`src/rtl/uart_tx_arbiter_if.sv`:
```
// Requester/transmitter handshake bundle for uart_tx_arbiter.
// master drives requests and transmitter status; slave is the arbiter.
interface uart_tx_arbiter_if;
    logic       i_req0;
    logic [7:0] i_byte0;
    logic       i_last0;
    logic       o_ack0;
    logic       i_req1;
    logic [7:0] i_byte1;
    logic       i_last1;
    logic       o_ack1;
    logic       o_tx_dv;
    logic [7:0] o_tx_byte;
    logic       i_tx_active;
    logic       i_tx_done;
    logic       o_busy;
    logic       o_owner;

    modport master (
        output i_req0, i_byte0, i_last0, i_req1, i_byte1, i_last1,
               i_tx_active, i_tx_done,
        input  o_ack0, o_ack1, o_tx_dv, o_tx_byte, o_busy, o_owner
    );

    modport slave (
        input  i_req0, i_byte0, i_last0, i_req1, i_byte1, i_last1,
               i_tx_active, i_tx_done,
        output o_ack0, o_ack1, o_tx_dv, o_tx_byte, o_busy, o_owner
    );
endinterface

```
`src/rtl/uart_tx_arbiter.sv`:
```
// Round-robin two-requester arbiter for one UART transmitter, with burst lock.
// Define UART_ARB_FIXED_PRIO_EN to give requester 0 fixed priority and lock preemption.
module uart_tx_arbiter #(
    parameter int unsigned MAX_BURST  = 4,
    parameter int unsigned GAP_CYCLES = 0
) (
    input logic             i_clk,
    input logic             i_rst_n,
    uart_tx_arbiter_if.slave bus
);

    typedef enum logic [1:0] {ARB, SEND, WAIT, GAP} state_t;

    localparam int unsigned GW       = (GAP_CYCLES > 1) ? $clog2(GAP_CYCLES) : 1;
    localparam int unsigned GAP_LAST = (GAP_CYCLES > 0) ? GAP_CYCLES - 1 : 0;
    localparam logic [GW-1:0] GAP_END   = GW'(GAP_LAST);
    localparam logic [3:0]    BURST_MAX = 4'(MAX_BURST);

`ifdef UART_ARB_FIXED_PRIO_EN
    localparam logic FIXED_PRIO = 1'b1;
`else
    localparam logic FIXED_PRIO = 1'b0;
`endif

    state_t        state, state_nx;
    logic          lock, lock_nx;
    logic [3:0]    burst_cnt, burst_cnt_nx;
    logic          last_flag, last_flag_nx;
    logic          owner, owner_nx;
    logic [GW-1:0] gap_cnt, gap_cnt_nx;
    logic          busy, busy_nx;
    logic          ack0, ack0_nx;
    logic          ack1, ack1_nx;
    logic          tx_dv, tx_dv_nx;
    logic [7:0]    tx_byte, tx_byte_nx;

    logic grant;
    logic sel;
    logic lock_eff;
    logic own_req;

    always_ff @(posedge i_clk or negedge i_rst_n) begin
        if (!i_rst_n) begin
            state     <= ARB;
            lock      <= 1'b0;
            burst_cnt <= '0;
            last_flag <= 1'b0;
            owner     <= 1'b1;
            gap_cnt   <= '0;
            busy      <= 1'b0;
            ack0      <= 1'b0;
            ack1      <= 1'b0;
            tx_dv     <= 1'b0;
            tx_byte   <= '0;
        end else begin
            state     <= state_nx;
            lock      <= lock_nx;
            burst_cnt <= burst_cnt_nx;
            last_flag <= last_flag_nx;
            owner     <= owner_nx;
            gap_cnt   <= gap_cnt_nx;
            busy      <= busy_nx;
            ack0      <= ack0_nx;
            ack1      <= ack1_nx;
            tx_dv     <= tx_dv_nx;
            tx_byte   <= tx_byte_nx;
        end
    end

    always_comb begin
        state_nx     = state;
        lock_nx      = lock;
        burst_cnt_nx = burst_cnt;
        last_flag_nx = last_flag;
        owner_nx     = owner;
        gap_cnt_nx   = gap_cnt;
        ack0_nx      = 1'b0;
        ack1_nx      = 1'b0;
        tx_dv_nx     = 1'b0;
        tx_byte_nx   = tx_byte;
        grant        = 1'b0;
        sel          = owner;
        lock_eff     = lock;
        own_req      = owner ? bus.i_req1 : bus.i_req0;

        case (state)
            ARB: begin
                if (!bus.i_tx_active) begin
                    if (FIXED_PRIO && lock && owner && bus.i_req0)
                        lock_eff = 1'b0;
                    if (lock_eff && own_req) begin
                        grant = 1'b1;
                        sel   = owner;
                    end else begin
                        // Lock (if any) is dropped and plain arbitration runs in the same cycle.
                        lock_eff = 1'b0;
                        if (bus.i_req0 && bus.i_req1) begin
                            grant = 1'b1;
                            sel   = FIXED_PRIO ? 1'b0 : ~owner;
                        end else if (bus.i_req0) begin
                            grant = 1'b1;
                            sel   = 1'b0;
                        end else if (bus.i_req1) begin
                            grant = 1'b1;
                            sel   = 1'b1;
                        end
                    end
                    lock_nx = lock_eff;
                    if (!lock_eff)
                        burst_cnt_nx = '0;
                    if (grant) begin
                        state_nx   = SEND;
                        tx_dv_nx   = 1'b1;
                        ack0_nx    = ~sel;
                        ack1_nx    = sel;
                        tx_byte_nx = sel ? bus.i_byte1 : bus.i_byte0;
                        owner_nx   = sel;
                    end
                end
            end
            SEND: begin
                last_flag_nx = owner ? bus.i_last1 : bus.i_last0;
                if (burst_cnt < BURST_MAX)
                    burst_cnt_nx = burst_cnt + 4'd1;
                state_nx = WAIT;
            end
            WAIT: begin
                if (bus.i_tx_done) begin
                    if (last_flag || (burst_cnt >= BURST_MAX)) begin
                        lock_nx      = 1'b0;
                        burst_cnt_nx = '0;
                    end else begin
                        lock_nx = 1'b1;
                    end
                    gap_cnt_nx = '0;
                    state_nx   = (GAP_CYCLES > 0) ? GAP : ARB;
                end
            end
            GAP: begin
                if (gap_cnt == GAP_END)
                    state_nx = ARB;
                else
                    gap_cnt_nx = gap_cnt + GW'(1);
            end
            default: state_nx = ARB;
        endcase

        busy_nx = (state_nx != ARB);
    end

    assign bus.o_ack0    = ack0;
    assign bus.o_ack1    = ack1;
    assign bus.o_tx_dv   = tx_dv;
    assign bus.o_tx_byte = tx_byte;
    assign bus.o_busy    = busy;
    assign bus.o_owner   = owner;

endmodule

```
`src/flat_wrapper.sv`:
```
// flat-port wrapper written by rule: the top's interface ports become plain ports
module uart_tx_arbiter_flat 
#(
    parameter int unsigned MAX_BURST  = 4,
    parameter int unsigned GAP_CYCLES = 0
)
  (i_clk, i_rst_n, bus_i_req0, bus_i_byte0, bus_i_last0, bus_i_req1, bus_i_byte1, bus_i_last1, bus_i_tx_active, bus_i_tx_done, bus_o_ack0, bus_o_ack1, bus_o_tx_dv, bus_o_tx_byte, bus_o_busy, bus_o_owner);
  uart_tx_arbiter_if bus_i ();
  input logic i_clk;
  input logic i_rst_n;
  input wire logic [$bits(bus_i.i_req0)-1:0] bus_i_req0;
  input wire logic [$bits(bus_i.i_byte0)-1:0] bus_i_byte0;
  input wire logic [$bits(bus_i.i_last0)-1:0] bus_i_last0;
  input wire logic [$bits(bus_i.i_req1)-1:0] bus_i_req1;
  input wire logic [$bits(bus_i.i_byte1)-1:0] bus_i_byte1;
  input wire logic [$bits(bus_i.i_last1)-1:0] bus_i_last1;
  input wire logic [$bits(bus_i.i_tx_active)-1:0] bus_i_tx_active;
  input wire logic [$bits(bus_i.i_tx_done)-1:0] bus_i_tx_done;
  output wire logic [$bits(bus_i.o_ack0)-1:0] bus_o_ack0;
  output wire logic [$bits(bus_i.o_ack1)-1:0] bus_o_ack1;
  output wire logic [$bits(bus_i.o_tx_dv)-1:0] bus_o_tx_dv;
  output wire logic [$bits(bus_i.o_tx_byte)-1:0] bus_o_tx_byte;
  output wire logic [$bits(bus_i.o_busy)-1:0] bus_o_busy;
  output wire logic [$bits(bus_i.o_owner)-1:0] bus_o_owner;
  assign bus_i.i_req0 = bus_i_req0;
  assign bus_i.i_byte0 = bus_i_byte0;
  assign bus_i.i_last0 = bus_i_last0;
  assign bus_i.i_req1 = bus_i_req1;
  assign bus_i.i_byte1 = bus_i_byte1;
  assign bus_i.i_last1 = bus_i_last1;
  assign bus_i.i_tx_active = bus_i_tx_active;
  assign bus_i.i_tx_done = bus_i_tx_done;
  assign bus_o_ack0 = bus_i.o_ack0;
  assign bus_o_ack1 = bus_i.o_ack1;
  assign bus_o_tx_dv = bus_i.o_tx_dv;
  assign bus_o_tx_byte = bus_i.o_tx_byte;
  assign bus_o_busy = bus_i.o_busy;
  assign bus_o_owner = bus_i.o_owner;
  uart_tx_arbiter #(.MAX_BURST(MAX_BURST), .GAP_CYCLES(GAP_CYCLES)) u_core (.i_clk(i_clk), .i_rst_n(i_rst_n), .bus(bus_i));
endmodule
```
`config.mk`:
```
export PLATFORM = sky130hd
export DESIGN_NAME = uart_tx_arbiter_flat
export DESIGN_NICKNAME = d
export VERILOG_FILES = /design/src/rtl/uart_tx_arbiter_if.sv /design/src/rtl/uart_tx_arbiter.sv /design/src/flat_wrapper.sv
export SDC_FILE = /design/constraint.sdc
export NUM_CORES = 1
export LEC_CHECK = 0
export ABC_AREA = 1
export CORE_MARGIN = 3
export CORE_UTILIZATION = 25
export DETAILED_ROUTE_END_ITERATION = 7
export RECOVER_POWER = 50
export SYNTH_ARGS = -nofsm -noshare
export SYNTH_HDL_FRONTEND = slang
export SYNTH_SLANG_ARGS = --single-unit
```
`constraint.sdc`:
```
create_clock -name i_clk -period 1.74 [get_ports i_clk]
set_clock_uncertainty 0.1 [all_clocks]
set_input_delay 0.348 -clock i_clk [delete_from_list [all_inputs] [get_ports i_clk]]
set_output_delay 0.348 -clock i_clk [all_outputs]
set_load 0.01 [all_outputs]
```
==> results of run 1 <==
cell type report:
cell class / count / area (sq um)
inverters: 10 / 37.5
fillers: 423 / 2510
multi-input cells: 87 / 499
clock inverters: 1 / 5.00
repair buffers: 40 / 399
well taps: 50 / 62.6
clock buffers: 3 / 41.3
flip-flops and latches: 21 / 527
worst paths after layout:
kind	cells after the start	endpoint	slack, ns
worst max-delay path	1	bus_o_tx_byte[1]	0.11
worst min register to register	1	u_core.burst_cnt[3]	0.40
min in group asynchronous	2	u_core.bus.o_tx_dv	0.50
worst min-delay path	1	u_core.burst_cnt[3]	0.40
worst max register to register	7	u_core.bus.o_tx_byte[1]	0.25
max in group asynchronous	2	u_core.bus.o_tx_byte[5]	0.66
placed cells by master, fill, tap and decap left out, types with 2 or more instances in the layout:
cell type / count
nand4_1: 12
inv_2: 4
o21ai_0: 2
a21oi_1: 2
nand3_2: 2
o21ai_1: 2
nand2_4: 3
inv_1: 6
clkbuf_8: 3
nand2_1: 27
nand3_1: 17
nor2_4: 2
clkdlybuf4s50_1: 34
dfrtp_1: 20
buf_4: 2
nor2_1: 10
metrics by stage:
step / hold slack (ns) / setup TNS (ns) / setup WS, ns / power, mW
after floorplan: -0.0476 / 0 / 0.366 / 1.32
after global placement: 0.363 / -0.330 / -0.0621 / 1.75
after detailed placement: 0.385 / -0.838 / -0.104 / 1.77
after CTS: 0.347 / 0 / 0.0958 / 2.09
after global routing: 0.429 / 0 / 0.0732 / 2.21
final: 0.401 / 0 / 0.110 / 2.06
state kept, by name, indices dropped and copies added (netlist names):
signal / count
u_core.bus.o_owner: 1
u_core.bus.o_tx_byte: 8
u_core.burst_cnt: 4
u_core.bus.o_busy: 1
u_core.bus.o_tx_dv: 1
u_core.bus.o_ack0: 1
u_core.state: 2
u_core.last_flag: 1
u_core.bus.o_ack1: 1
u_core.lock: 1
Yosys cell counts, drive strengths merged:
master   n  share of area [%]
o21ai    4                1.8
a22oi    1               0.69
xnor2    1               0.80
dfrtp   20                 46
and2     1               0.58
inv     10                3.4
nor2    13                7.6
buf      2                2.1
nand3b   1                1.0
ha       1                1.1
dfstp    1                2.4
nand2   31                 13
nand4   13                8.9
nand3   19                9.7
a21oi    2               0.92
power by group through the flow:
stage | Sequential (mW) | Combinational [mW] | Clock, mW
2_1_floorplan | 0.838 | 0.478 | 0
3_3_place_gp | 0.802 | 0.944 | 0
3_5_place_dp | 0.799 | 0.967 | 0
4_1_cts | 0.798 | 0.964 | 0.327
5_1_grt | 0.823 | 1.05 | 0.344
6_report | 0.797 | 0.945 | 0.315
cells by family after synthesis:
logic type	after synthesis
and+or+nand+nor	78
DFF	21
buffers and inverters	12
AOI/OAI and AO/OA	7
xor gates and xnor gates	1
adders and majority gates	1
routing by layer:
metal	share of wire, %	global-route usage [%]	vias to the layer above	wire length (um)
li1	-	-	491	-
met1	45	14.3	473	1210
met2	48	19.1	27	1280
met3	5.6	2.08	2	149
met4	0.41	3.55	0	11
met5	0	0	-	0
==> impl_metrics.yaml, run 1 <==
global_routing:
  grt_pass1_vias: 1077
  grt_use_total_pct: 11.2
  grt_pass1_wl_um: 4740
  grt_max_degree: 22
  antenna_found_initial: 0
  grt_overflow: 0
final_layout:
  drive_above_1_share_pct: 14.8
  final_core_util_pct: 38.5
  finalNetCount: 188
  finalInstanceArea_sq_mm: 0.00157
  diodes: 0
  area_delta_synth_final_pct: 44.4
  final_cells: 212
synthesis:
  synthAdderAreaFrac_pct: 1.15
  synth_xor_xnor_area_share_pct: 0.805
  synth-compound-area-share_pct: 3.45
  synth_cells: 120
  ys.warnings.count: 0
  ys_seq_elements: 21
  synthMuxAreaShare_pct: 0
  yosys.area_share.simple_pct: 40.7
  synth_nets: 145
  seq_area_frac_synth_pct: 48.4
  syn_area_sq_mm: 0.00109
  avgSynthCellArea_sq_um: 9.07
  synth_top_family_by_area: "simple AND/OR/NAND/NOR gates"
  yosysUniqueCellTypes: 24
setup_path:
  critPathBufInv: 1
  slowest_stage: "clkdlybuf4s50_1"
  cp_data_required_time_ns: 1.29
  cp_cell_sequence: "clkdlybuf4s50_1"
  crit_path_start: "u_core.bus.o_tx_byte[1]"
  cp_max_fo: 2
  worstPathArrival_ns: 1.18
  cp-start-kind: "register"
  r2r_start: "u_core.bus.o_owner"
  max_stage_delay_ns: 0.56
  critical_path_class: "reg -> out"
  cp_top_family: "buffers and inverters"
  end_kind: "output pin"
power:
  ir_drop_mv: 0.606
  sequentialPowerShare_pct: 38.7
  internal-power_mw: 1.28
  p_clk_share_pct: 15.3
  p_leak_nw: 0.724
  powerDensity_mw_per_mm2: 1310
  p_comb_share_pct: 45.9
  power.switching_mw: 0.779
  swShare_pct: 37.9
placement:
  gp_congestion: 0.821
  placed_cells: 208
  io_buffers: 36
  placed_area_sq_mm: 0.00153
  dpl.hpwl_um: 2080
clock_network:
  clk_pin_slew_ns: 0.08
  cts_buffer_depth: 2
  ctsHoldBuffers: 0
  cts_tree: "yes"
  numClockSinks: 21
  root_buffer: "clkbuf_8"
  post_cts_buffers: 0
  cts_buffers: 3
  clk_latency_ns: 0.25
  cts.repair.resized: 1
  cts.htree.levels: 1
sta:
  fmax_ghz: 0.614
  rsz0062_at_grt: "false"
  min_period_ns: 1.63
  hold_violations: 0
  relSlewSlack_pct: 63.5
  worst_slew_pin_slew_ns: 0.548
  setup_viol: 0
  report.final.slew_viol_count: 0
  period_share_pct: 93.7
worst_hold_path:
  min-delay-start: "u_core.burst_cnt[3]"
  hold_path_class: "reg -> reg"
drt:
  drcViolationCount: 0
  wire_per_inst_um: 12.5
  wl_um: 2650
  drt_iter0_drc: 30
  dr.pass1.iters: 4
  via_count: 993
  detail-route-antenna-nets: 0
  viasPerCell: 4.68
floorplanning:
  core-area_sq_mm: 0.00409
  die_w_um: 72.0
  io_pins: 37
  rows: 23
  start_util_pct: 26.6
  die_area_sq_mm: 0.00518
  die_h_um: 72.0
run:
  drv_cap: 0
outcome:
  status: "completed"
Note: power is estimated with default switching activity, not from simulation.
==> run 2: changes to the inputs <==
--- a/config.mk
+++ b/config.mk
@@ -8,6 +8,7 @@
 export ABC_AREA = 1
 export CORE_MARGIN = 3
 export CORE_UTILIZATION = 25
+export CTS_CLUSTER_DIAMETER = 200
 export DETAILED_ROUTE_END_ITERATION = 7
 export RECOVER_POWER = 50
 export SYNTH_ARGS = -nofsm -noshare
==> results of run 2 <==
Same layout as run 1: the final DEF is identical, and so are final timing and power.
==> patch 1 (config.mk and constraints of run 1) <==
Encoding of `state_t`: now one-hot (4 bits for 4 states).
--- a/src/rtl/uart_tx_arbiter.sv
+++ b/src/rtl/uart_tx_arbiter.sv
@@ -11,3 +11,3 @@
 
-    typedef enum logic [1:0] {ARB, SEND, WAIT, GAP} state_t;
+    typedef enum logic [3:0] {ARB = 4'b0001, SEND = 4'b0010, WAIT = 4'b0100, GAP = 4'b1000} state_t;
 
Formal check against the unedited RTL: same outputs for any inputs over 10 cycles, from zero or initial values and one cycle with i_rst_n low; not proved beyond that.
==> patch 1 against run 1 <==
  * Largest power group is now sequential cells
  * Cell area up 12%
  * Worst setup slack better by 0.0057 ns
  * Register-to-register slack worse by 0.08 ns
  * Utilization up 0.25 points
  * Routed wire length up 3.3%
  * Global-route usage down 1.2 points
  * Total power down 15%
  * Clock power up 1%
  * Combinational power down 27%
  * Sequential cell count up 2
  * Area after synthesis up 14%
==> patch 1: results (changes against run 1) <==
* Outcome: complete, no violations
* Net count of the finished layout at 216 (+15%)
* Drt via density at 4.24 (-9.5%)
* Number of flip-flops in the largest register at 8 (unchanged)
* Share of cells above drive strength 1 at 15.3% (+0.45 points)
* Port Buffers at 36 (unchanged)
* Worst min path class: reg -> reg
* Placed Instances at 251 (+21%)
* Post-Synthesis Cells at 146 (+22%)
* Met2 Usage GRT at 14.9% (-4.1 points)
* GRT Overall Usage at 10.0% (-1.2 points)
* Dpl ws at -0.0601 ns (+0.0434 ns)
* Measured slew at the worst slew-check pin at 0.556 ns (+0.00813 ns)
* Detail Placement HPWL at 2.22 mm (+6.8%)
* Post-DP Area at 1730 um^2 (+13%)
* LEAKAGE at 0.830 nW (+15%)
* Commonest cells in the netlist: nand2_1, nand3_1, dfrtp_1, nor2_1, inv_1
* Main synth FF type: dfrtp_1
* Post-Syn Nets at 171 (+18%)
* Ranking of synthesized cells by area: dfrtp_1, nand2_1, nand3_1
* Diodes inserted at 0 (unchanged)
* Via count at 1081 (+8.9%)
* Post-synth cell types at 24 (unchanged)
* Grt ovf at 0 (unchanged)
* Seq/Total Area, Yosys at 46.7% (-1.7 points)
* Total setup buffers inserted after CTS at 0 (unchanged)
* GR Util met3 at 2.36% (+0.29 points)
* 1st-pass router iterations at 4 (unchanged)
* FFs w/ async S/R, synth at 100% (unchanged)
* Largest net degree at the start of global routing at 24 (+9.1%)
* Worst VDD drop at 0.000537 V (-11%)
* Critical path's top delay family: buffers and inverters
* Internal power at 1.18 mW (-7.9%)
* Ys Warns at 0 (unchanged)
* First-pass GRT wire length at 4.80 mm (+1.2%)
* Initial drt markers at 44 (+47%)
* Post-Route WL at 2.74 mm (+3.3%)
* FILL cells at 490 (+16%)
* GPL Wtd Cong at 0.803 (-2.2%)
* Skew-Pair Late Insertion Delay at 0.26 ns
* Crit path max fanout at 2 (unchanged)
* GR Util met1 at 13.9% (-0.39 points)
* CP max stage delay at 0.55 ns
* Syn-to-layout area delta at 42.6%
* H-Tree Depth at 1 (unchanged)
-- patch 1: worst paths after layout --
path / from / end / slack, ns / depth (start not counted)
max: u_core.bus.o_tx_byte[6] / bus_o_tx_byte[6] / 0.12 / 1
min: u_core.burst_cnt[1] / u_core.burst_cnt[1] / 0.38 / 2
max reg2reg: u_core.bus.o_owner / u_core.burst_cnt[1] / 0.17 / 8
min reg2reg: u_core.burst_cnt[1] / u_core.burst_cnt[1] / 0.38 / 2
max in group asynchronous: i_rst_n / u_core.state[0] / 0.67 / 2
min in group asynchronous: i_rst_n / u_core.bus.o_tx_byte[5] / 0.50 / 2
-- patch 1: power groups by stage --
stage | clock network (mW) | registers (mW) | logic (mW)
2_1_floorplan | 0 | 0.786 | 0.298
3_3_place_gp | 0 | 0.759 | 0.694
3_5_place_dp | 0 | 0.749 | 0.705
4_1_cts | 0.339 | 0.747 | 0.701
5_1_grt | 0.359 | 0.758 | 0.753
6_report | 0.319 | 0.746 | 0.686
-- patch 1: layout make-up --
class	instances	area share [%]
Inverter	15	3.19
Sequential cell	23	32.7
Tap cell	65	4.60
Timing Repair Buffer	42	24.2
Multi-Input combinational cell	106	32.8
Clock buffer	4	2.55
-- patch 1: cell families (layout without fill, tap and decap cells) --
group                      after synthesis  count (layout)  synth area share [%]
and+or+nand+nor                         93              93                  39.7
AOI/OAI and AO/OA                       10              10                  5.25
adders and majority gates                1               1                  1.01
buffers and inverters                   17              61                  6.36
xor gates and xnor gates                 1               1                 0.707
other                                    1               1                 0.303
DFF                                     23              23                  46.7
-- patch 1: layer usage --
metal	share of wire (%)	vias to the layer above
met1	50	470
met2	41	42
met4	0.69	0
met3	8.0	2
li1	-	567
met5	0	-
==> patch 2 (flow settings as in run 1) <==
Made on the original files. Add a define of `UART_ARB_FIXED_PRIO_EN`.
--- a/src/rtl/uart_tx_arbiter.sv
+++ b/src/rtl/uart_tx_arbiter.sv
@@ -2,2 +2,4 @@
 // Define UART_ARB_FIXED_PRIO_EN to give requester 0 fixed priority and lock preemption.
+`define UART_ARB_FIXED_PRIO_EN
+
 module uart_tx_arbiter #(
Check against the original RTL: not equivalent (Yosys sat finds a counterexample within 10 cycles, from zero or initial values and one cycle with i_rst_n low).
==> patch 2 against run 1 <==
  * Total power down 39%
  * Area after synthesis down 36%
  * Via count down 39%
  * Sequential cell count down 6
  * Worst setup slack worse by 0.0046 ns
  * Critical path type unchanged
  * Register-to-register slack better by 0.06 ns
  * Routed wire length down 43%
  * Cell area down 29%
==> patch 2: results (changes against run 1) <==
* Outcome: complete, no violations
* Worst Setup EP: bus_o_tx_byte[6]
* Detail Placement HPWL at 1.20 mm (-42%)
* Clk root buf: clkbuf_4
* Post-Route WL at 1.51 mm (-43%)
* Post-synthesis adder-cell area fraction at 0% (-1.1 points)
* 1st-pass router iterations at 2 (-2)
* Number of flip-flops in the largest register at 8 (unchanged)
* GPL Wtd Cong at 0.702 (-14%)
* Post-synth cell types at 15 (-38%)
* XOR/XNOR Fraction of Synth Area at 0% (-0.80 points)
* FILL cells at 272 (-36%)
* Commonest cells in the netlist: nand2_1, inv_1, dfrtp_1, o211ai_1
* Inserted Clock Buffers at 3 (unchanged)
* Crit path from: u_core.bus.o_tx_byte[6]
* Max-Slew Margin vs Limit at 44.8% (-19 points)
* FF-to-FF setup slack at 0.31 ns (+0.06 ns)
* GRT Overall Usage at 10.0% (-1.2 points)
* Worst r2r dst: u_core.bus.o_tx_byte[5]
* Reg2Reg Depth at 6 (-1)
* First-pass GRT wire length at 2.55 mm (-46%)
* Largest net degree at the start of global routing at 17 (-23%)
* Reg-to-Reg Start: u_core.state[1]
* Post-Syn Nets at 104 (-28%)
* Longest Clk Path Bufs at 2 (unchanged)
* Worst VDD drop at 0.000619 V (+2.3%)
* LEAKAGE at 0.564 nW (-22%)
* Net count of the finished layout at 144 (-23%)
* Compound-cell area share of the yosys netlist at 10.5% (+7.1 points)
* Initial drt markers at 4 (-87%)
* Slowest-stage cell, CP: clkdlybuf4s50_1
* Port Buffers at 34 (-5.6%)
* CP max stage delay at 0.55 ns
* Crit path max fanout at 2 (unchanged)
* FFs w/ async S/R, synth at 100% (unchanged)
* Internal power at 0.859 mW (-33%)
* Via count at 604 (-39%)
* Ranking of synthesized cells by area: dfrtp_1, nand2_1, inv_1
* Seq/Total Area, Yosys at 53.8% (+5.4 points)
* CP arrival at 1.19 ns
* Skew-Pair Late Insertion Delay at 0.27 ns (+0.02 ns)
* Share of cells above drive strength 1 at 9.24% (-5.6 points)
* Vias in the first global route at 629 (-42%)
patch 2: layout make-up:
cell class / count / share of cell area (%)
tap: 30 / 3.37
multi-input combinational: 46 / 20.2
sequential: 15 / 33.9
timing repair buffer: 37 / 34.4
clock buffer: 4 / 2.36
inverter: 17 / 5.74
patch 2: logic make-up (layout without fill, tap and decap cells):
kind of cell    count (synthesis)  count (layout)
compound gates                 10              10
flops                          15              15
buf+inv                        19              58
simple gates                   36              36
patch 2: repair_timing:
item / in CTS / in global routing
endpoints found under the setup margin: 1 / 0
hold endpoints to repair: 0 / 0
resized for setup: 1 / 0
buffers inserted: 0 / 0
patch 2: per-stage QoR:
step                      area (um^2)  util, %  hold WS (ns)  cells  setup slack [ns]
after CTS                        1130     44.0         0.273    149            0.0912
final                            1110     43.3         0.391    149             0.106
after global placement           1100     43.0         0.361    145             0.124
after detailed placement         1100     43.0         0.369    145             0.109
after floorplan                   701        -       -0.0476     80             0.525
after global routing             1110     43.3         0.415    149            0.0269
patch 2: power groups by stage:
stage	Sequential [mW]	Clock, mW	Combinational (mW)
2_1_floorplan	0.590	0	0.179
3_3_place_gp	0.540	0	0.547
3_5_place_dp	0.540	0	0.552
4_1_cts	0.539	0.206	0.548
5_1_grt	0.554	0.220	0.580
6_report	0.537	0.195	0.527
patch 2: how the worst min path moves through the flow:
stage / startpoint / end / slack [ns] / cells after the start
finish: u_core.bus.o_tx_byte[2] / u_core.bus.o_tx_byte[2] / 0.39 / 2
global route: u_core.bus.o_tx_byte[0] / u_core.bus.o_tx_byte[0] / 0.42 / 2
CTS: i_rst_n / u_core.bus.o_tx_byte[6] / 0.27 / 2
detailed placement: u_core.bus.o_tx_byte[0] / u_core.bus.o_tx_byte[0] / 0.37 / 2
global placement: u_core.bus.o_tx_byte[1] / u_core.bus.o_tx_byte[1] / 0.36 / 2
floorplan: i_rst_n / u_core.bus.o_ack0 / -0.05 / 0
patch 2: metal layers:
metal  vias to the layer above  global-route usage, %  routed length (um)
met5                         -                      0                   0
met4                         0                   4.85                  10
met2                        28                   15.5                 630
li1                        322                      -                   -
met1                       252                   11.8                 676
met3                         2                   4.39                 192
